### config.mk
export PLATFORM = sky130hd
export DESIGN_NAME = spi_byte_receiver
export DESIGN_NICKNAME = d
export VERILOG_FILES = /design/src/rtl/spi_pkg.sv /design/src/rtl/spi_rx_fifo.sv /design/src/rtl/spi_byte_receiver.sv
export SDC_FILE = /design/constraint.sdc
export NUM_CORES = 1
export LEC_CHECK = 0
export BUFFER_PORTS_ARGS = -buffer_cell sky130_fd_sc_hd__buf_4
export CAP_MARGIN = 20
export CORE_AREA = 2 2 69 71
export CTS_CLUSTER_SIZE = 20
export DETAILED_ROUTE_END_ITERATION = 8
export DIE_AREA = 0 0 71 73
export MAX_ROUTING_LAYER = met4
export PLACE_DENSITY_LB_ADDON = 0.1
export SYNTH_ARGS = -nofsm -noshare
export SYNTH_HDL_FRONTEND = slang
export SYNTH_SLANG_ARGS = --single-unit
### constraint.sdc
create_clock -name clk -period 1.67 [get_ports clk]
set_input_delay 0.0835 -clock clk [delete_from_list [all_inputs] [get_ports clk]]
set_output_delay 0.0835 -clock clk [all_outputs]
set_load 0.02 [all_outputs]
### src/rtl/spi_pkg.sv
// Shared SPI definitions: byte width and the receive/transmit FSM state encoding.
package spi_pkg;

    localparam int BYTE_W    = 8;
    localparam int BIT_CNT_W = $clog2(BYTE_W);

    typedef enum logic {
        IDLE  = 1'b0,
        SHIFT = 1'b1
    } spi_state_t;

endpackage

### src/rtl/spi_rx_fifo.sv
// Receive byte buffer. SPI_RX_FIFO_EN selects a DEPTH-entry FIFO; otherwise a
// single holding register is used and DEPTH is ignored.
module spi_rx_fifo
    import spi_pkg::*;
#(
    parameter int DEPTH = 4
) (
    input  logic              clk,
    input  logic              rst,
    input  logic              i_push,
    input  logic [BYTE_W-1:0] i_push_data,
    input  logic              i_pop_ready,
    output logic [BYTE_W-1:0] o_byte_out,
    output logic              o_byte_valid,
    output logic              o_overflow
);

    logic [BYTE_W-1:0] r_byte_out;
    logic              r_valid;
    logic              r_overflow;
    logic              w_pop;

    assign w_pop        = r_valid & i_pop_ready;
    assign o_byte_out   = r_byte_out;
    assign o_byte_valid = r_valid;
    assign o_overflow   = r_overflow;

`ifdef SPI_RX_FIFO_EN
    localparam int PW = $clog2(DEPTH);

    logic [BYTE_W-1:0] r_mem [DEPTH];
    logic [PW-1:0]     r_wr_ptr;
    logic [PW-1:0]     r_rd_ptr;
    logic [PW:0]       r_count;
    logic              w_full;
    logic              w_wr;
    logic [PW-1:0]     w_rd_next;
    logic [PW:0]       w_count_next;

    assign w_full       = (r_count == (PW+1)'(DEPTH));
    assign w_wr         = i_push & (~w_full | w_pop);
    assign w_rd_next    = r_rd_ptr + PW'(w_pop);
    assign w_count_next = r_count + (PW+1)'(w_wr) - (PW+1)'(w_pop);

    always_ff @(posedge clk) begin
        if (w_wr)
            r_mem[r_wr_ptr] <= i_push_data;
    end

    // The head register is reloaded every cycle; a byte written into an
    // otherwise empty buffer bypasses the array so it appears one cycle later.
    always_ff @(posedge clk) begin
        if (!rst) begin
            r_wr_ptr   <= '0;
            r_rd_ptr   <= '0;
            r_count    <= '0;
            r_byte_out <= '0;
            r_valid    <= 1'b0;
            r_overflow <= 1'b0;
        end else begin
            if (w_wr)
                r_wr_ptr <= r_wr_ptr + 1'b1;
            r_rd_ptr <= w_rd_next;
            r_count  <= w_count_next;
            r_valid  <= (w_count_next != '0);
            if (w_count_next != '0) begin
                if (w_wr && (r_wr_ptr == w_rd_next))
                    r_byte_out <= i_push_data;
                else
                    r_byte_out <= r_mem[w_rd_next];
            end
            if (i_push && w_full && !w_pop)
                r_overflow <= 1'b1;
        end
    end
`else
    logic w_unused_depth;
    assign w_unused_depth = DEPTH[0];

    always_ff @(posedge clk) begin
        if (!rst) begin
            r_byte_out <= '0;
            r_valid    <= 1'b0;
            r_overflow <= 1'b0;
        end else begin
            if (i_push) begin
                if (!r_valid || w_pop) begin
                    r_byte_out <= i_push_data;
                    r_valid    <= 1'b1;
                end else begin
                    r_overflow <= 1'b1;
                end
            end else if (w_pop) begin
                r_valid <= 1'b0;
            end
        end
    end
`endif

endmodule

### src/rtl/spi_byte_receiver.sv
// SPI byte receiver: synchronizes an external LSB-first SPI stream into clk and
// buffers whole bytes. Optional FIFO buffering via macro SPI_RX_FIFO_EN.
module spi_byte_receiver
    import spi_pkg::*;
#(
    parameter int SYNC_STAGES = 2,
    parameter int FIFO_DEPTH  = 4
) (
    input  logic              clk,
    input  logic              rst,
    input  logic              spi_clk,
    input  logic              spi_en,
    input  logic              spi_din,
    output logic [BYTE_W-1:0] byte_out,
    output logic              byte_valid,
    input  logic              byte_ready,
    output logic              overflow,
    output logic              frame_err
);

    // Per stage: bit 2 = spi_clk, bit 1 = spi_en, bit 0 = spi_din.
    logic [SYNC_STAGES-1:0][2:0] r_sync;
    logic [SYNC_STAGES-1:0]      r_sync_vld;
    logic                        r_clk_prev;
    logic                        w_clk_s;
    logic                        w_en_s;
    logic                        w_din_s;
    logic                        w_edge;

    spi_state_t                  r_state;
    logic [BIT_CNT_W-1:0]        r_bit_cnt;
    logic [BYTE_W-1:0]           r_shift;
    logic                        r_push;
    logic                        r_frame_err;
    logic                        r_armed;

    always_ff @(posedge clk) begin
        if (!rst) begin
            r_sync     <= '0;
            r_sync_vld <= '0;
            r_clk_prev <= 1'b0;
        end else begin
            r_sync     <= {r_sync[SYNC_STAGES-2:0], {spi_clk, spi_en, spi_din}};
            r_sync_vld <= {r_sync_vld[SYNC_STAGES-2:0], 1'b1};
            r_clk_prev <= w_clk_s;
        end
    end

    assign w_clk_s = r_sync[SYNC_STAGES-1][2];
    assign w_en_s  = r_sync[SYNC_STAGES-1][1];
    assign w_din_s = r_sync[SYNC_STAGES-1][0];
    assign w_edge  = w_clk_s & ~r_clk_prev;

    // r_armed stays low after reset until a genuine low spi_en has crossed the
    // synchronizer, so a frame already running at reset release is ignored.
    always_ff @(posedge clk) begin
        if (!rst) begin
            r_state     <= IDLE;
            r_bit_cnt   <= '0;
            r_shift     <= '0;
            r_push      <= 1'b0;
            r_frame_err <= 1'b0;
            r_armed     <= 1'b0;
        end else begin
            r_push      <= 1'b0;
            r_frame_err <= 1'b0;
            unique case (r_state)
                IDLE: begin
                    if (!r_armed) begin
                        if (r_sync_vld[SYNC_STAGES-1] && !w_en_s)
                            r_armed <= 1'b1;
                    end else if (w_en_s) begin
                        r_state <= SHIFT;
                    end
                end
                SHIFT: begin
                    if (!w_en_s) begin
                        r_state   <= IDLE;
                        r_bit_cnt <= '0;
                        if (r_bit_cnt != '0)
                            r_frame_err <= 1'b1;
                    end else if (w_edge) begin
                        r_shift[r_bit_cnt] <= w_din_s;
                        r_bit_cnt          <= r_bit_cnt + 1'b1;
                        if (r_bit_cnt == BIT_CNT_W'(BYTE_W - 1))
                            r_push <= 1'b1;
                    end
                end
                default: r_state <= IDLE;
            endcase
        end
    end

    assign frame_err = r_frame_err;

    spi_rx_fifo #(
        .DEPTH(FIFO_DEPTH)
    ) u_fifo (
        .clk          (clk),
        .rst          (rst),
        .i_push       (r_push),
        .i_push_data  (r_shift),
        .i_pop_ready  (byte_ready),
        .o_byte_out   (byte_out),
        .o_byte_valid (byte_valid),
        .o_overflow   (overflow)
    );

endmodule

==> metrics.yaml <==
synth:
  synth_nets: 142
  synth_edf_count: 0
  yosys.area.top_type: "dfxtp_1"
  synth-seq-cells: 34
  synth_top_area_share_pct: 53.23
  yosys.cell_count.top_type: "dfxtp_1"
  yosysSeqAreaShare_pct: 53.23
  ys_types: 27
  synth_commonest_cells: "dfxtp_1, a21oi_1, nand2_1"
  synthTopCellsByArea: "dfxtp_1, mux2i_1, a21oi_1, and2_1, nand2_1"
  synth_warnings: 0
  syn_avg_cell_area_sq_um: 9.614
  async_flop_share_pct: 0
  synthCells: 133
  yosys_most_used_dff: "dfxtp_1"
  syn_area_sq_um: 1279
clock_tree:
  cts_max_level: 2
  insertion_delay_ps: 290
  cts_buffers: 5
  cts.sinks: 34
  cts_max_path_buffers: 2
  cts_tree: "done"
  clkSlewWorstSetupHoldPaths_ps: 70
  cts_root_buffer: "clkbuf_8"
  ctsResizeCount: 0
floorplanning:
  rows: 25
  dieArea_sq_um: 5183
  core-area_sq_um: 4536
  die_y_um: 73
  die_w_um: 71
  ios: 17
  initial_utilization_pct: 28.19
critical_path:
  r2r_setup_slack_ps: 320
  startpoint_type: "flip-flop"
  endpoint_kind: "flip-flop"
  max_stage_delay_ps: 500
  cp_max_fo: 8
  crit_type: "reg2reg"
  critPathRequiredTime_ps: 1840
  slowest_stage: "or4_4"
  reg2reg_depth: 3
  crit_chain: "inv_1 -> or4_4 -> mux2i_1"
  r2r-start: "r_bit_cnt[1]"
  cp.arrival_ps: 1520
  r2r-end: "r_shift[3]"
  path_buf_inv: 1
  cp_top_family: "simple AND/OR/NAND/NOR gates"
global_routing:
  first_global_vias: 921
  grt_max_degree: 23
  use_met2_pct: 15.68
  grtUsageMet1_pct: 12.64
  antenna_found_initial: 0
  track_usage_pct: 10.68
  grt_pass1_wl_um: 4126
  grt_overflow: 0
  grt_util_met3_pct: 3.729
  top_usage_layer: "met2"
finish:
  final_cells: 206
  drive_gt1_share_pct: 19.08
  nets: 161
  area_growth_pct: 23.87
  antenna_cells: 0
power_and_ir_drop:
  fin_total_pwr_uw: 1641
  seq_power_share_pct: 50.6
  switching_share_pct: 19.60
  p_leak_uw: 0.0006712
  clkPwrFrac_pct: 47.1
  intPower_uw: 1319
  ir_drop_mv: 0.4316
  cellPowerDensity_nw_per_um2: 1036
  power_switching_uw: 321.6
  power_frac_comb_pct: 2.4
drt:
  drcViolationCount: 0
  vias_per_cell: 4.714
  avgRoutedWirePerCell_um: 12.21
  dr.pass1.iters: 4
  ant_nets: 0
  wl_um: 2515
  vias: 971
  drt_iter0_drc: 32
flow_run:
  max_cap_viol_count: 0
placed_design:
  place_congestion: 0.6805
  dp_slack_ps: 330.7
  hpwl_um: 1729
  placed_cells: 196
  numPortBuffers: 16
timing:
  worst_slack_ps: 316.9
  period_needed_ps: 1353
  skew_ps: 5.301
  setup_viol: 0
  hold_viol_final: 0
  relSlewSlack_pct: 65.87
  rsz0062_at_grt: "no"
  fmax_ghz: 0.7390
  tightest_slew_ps: 510.9
  tns_ps: 0
  slew_violations: 0
  fin_crit_sh_pct: 81.03
hold_path:
  whs_endpoint: "r_sync_vld[0]"
  hold_depth: 1
  min_path_type: "in2reg"
  hold_start: "rst"
run_status:
  status: "complete, no violations"
## logic make-up after synthesis
group | Yosys count | synth area share, %
flip-flops | 34 | 53.23
AO/OA/AOI/OAI | 26 | 10.96
buffers and inverters | 12 | 3.717
AND/OR/NAND/NOR | 50 | 22.90
adder cells (fa/ha/maj) | 3 | 2.936
multiplexers | 8 | 6.262
## flip-flops by register name, indices dropped and copies added (netlist names)
register / cells
r_sync_vld: 2
u_fifo.o_byte_out: 8
r_bit_cnt: 3
r_sync: 6
r_push: 1
r_shift: 8
r_armed: 1
frame_err: 1
u_fifo.o_byte_valid: 1
r_state: 1
u_fifo.o_overflow: 1
r_clk_prev: 1
## worst reg2reg max path: cells and delay by family, from the launching register on
family,cells,cell delay [ps]
simple gates,1,500
flops,1,470
buf+inv,1,150
mux,1,130
## layout by cell type (no fill, tap or decap), types with 4 or more instances in the layout
| master | netlist | routed |
|---|---|---|
| and2_1 | 8 | 8 |
| buf_4 | 0 | 17 |
| o21ai_0 | 8 | 8 |
| nand2_1 | 13 | 13 |
| a21oi_1 | 14 | 14 |
| dfxtp_1 | 34 | 34 |
| mux2i_1 | 8 | 8 |
| clkbuf_8 | 0 | 6 |
| nand3_1 | 8 | 8 |
| nand4_1 | 4 | 4 |
## metrics by stage
step / cell area, sq um / hold slack, ps / util (%)
detailed placement: 1441 / 295.3 / 31.78
CTS: 1584 / 50.82 / 34.92
finish: 1584 / 50.01 / 34.92
floorplan: 1279 / 111.2 / -
global placement: 1441 / 289.8 / 31.78
global route: 1584 / 58.97 / 34.92
## power by group through the flow
stage | sequential, uW | clock, uW | combinational, uW
floorplan | 844 | 0 | 22.7
global placement | 848 | 0 | 34.1
detailed placement | 848 | 0 | 34.3
CTS | 829 | 792 | 39.8
global route | 830 | 822 | 44.4
finish | 830 | 772 | 38.8
## cell type report
type	count	area [sq um]
clock buffer	6	82.58
clock inverter	1	30.03
fill	462	2952
inverter	4	15.01
multi-input combinational	87	550.5
sequential	34	680.7
tap	54	67.56
timing repair buffer	20	157.7
## worst max path at each step
stage	start	end	slack [ps]	cells after the start
floorplan	r_bit_cnt[0]	r_shift[3]	430	3
global placement	r_bit_cnt[1]	r_shift[3]	340	3
detailed placement	r_bit_cnt[1]	r_shift[3]	330	3
CTS	r_bit_cnt[1]	r_shift[3]	330	3
global route	r_bit_cnt[1]	r_shift[3]	270	3
finish	r_bit_cnt[1]	r_shift[3]	320	3
## routing by layer
metal  wire length (um)  vias up
met5                  0        -
met1               1250      454
met4                 62        0
met3                 87        7
li1                   -      497
met2               1114       13
## what timing repair did
action,in CTS,in global routing
endpoints found under the hold margin,3,0
setup endpoints to repair,0,0
buffers inserted,0,0
hold buffers,3,0
Note: power is estimated with default switching activity, not from simulation.
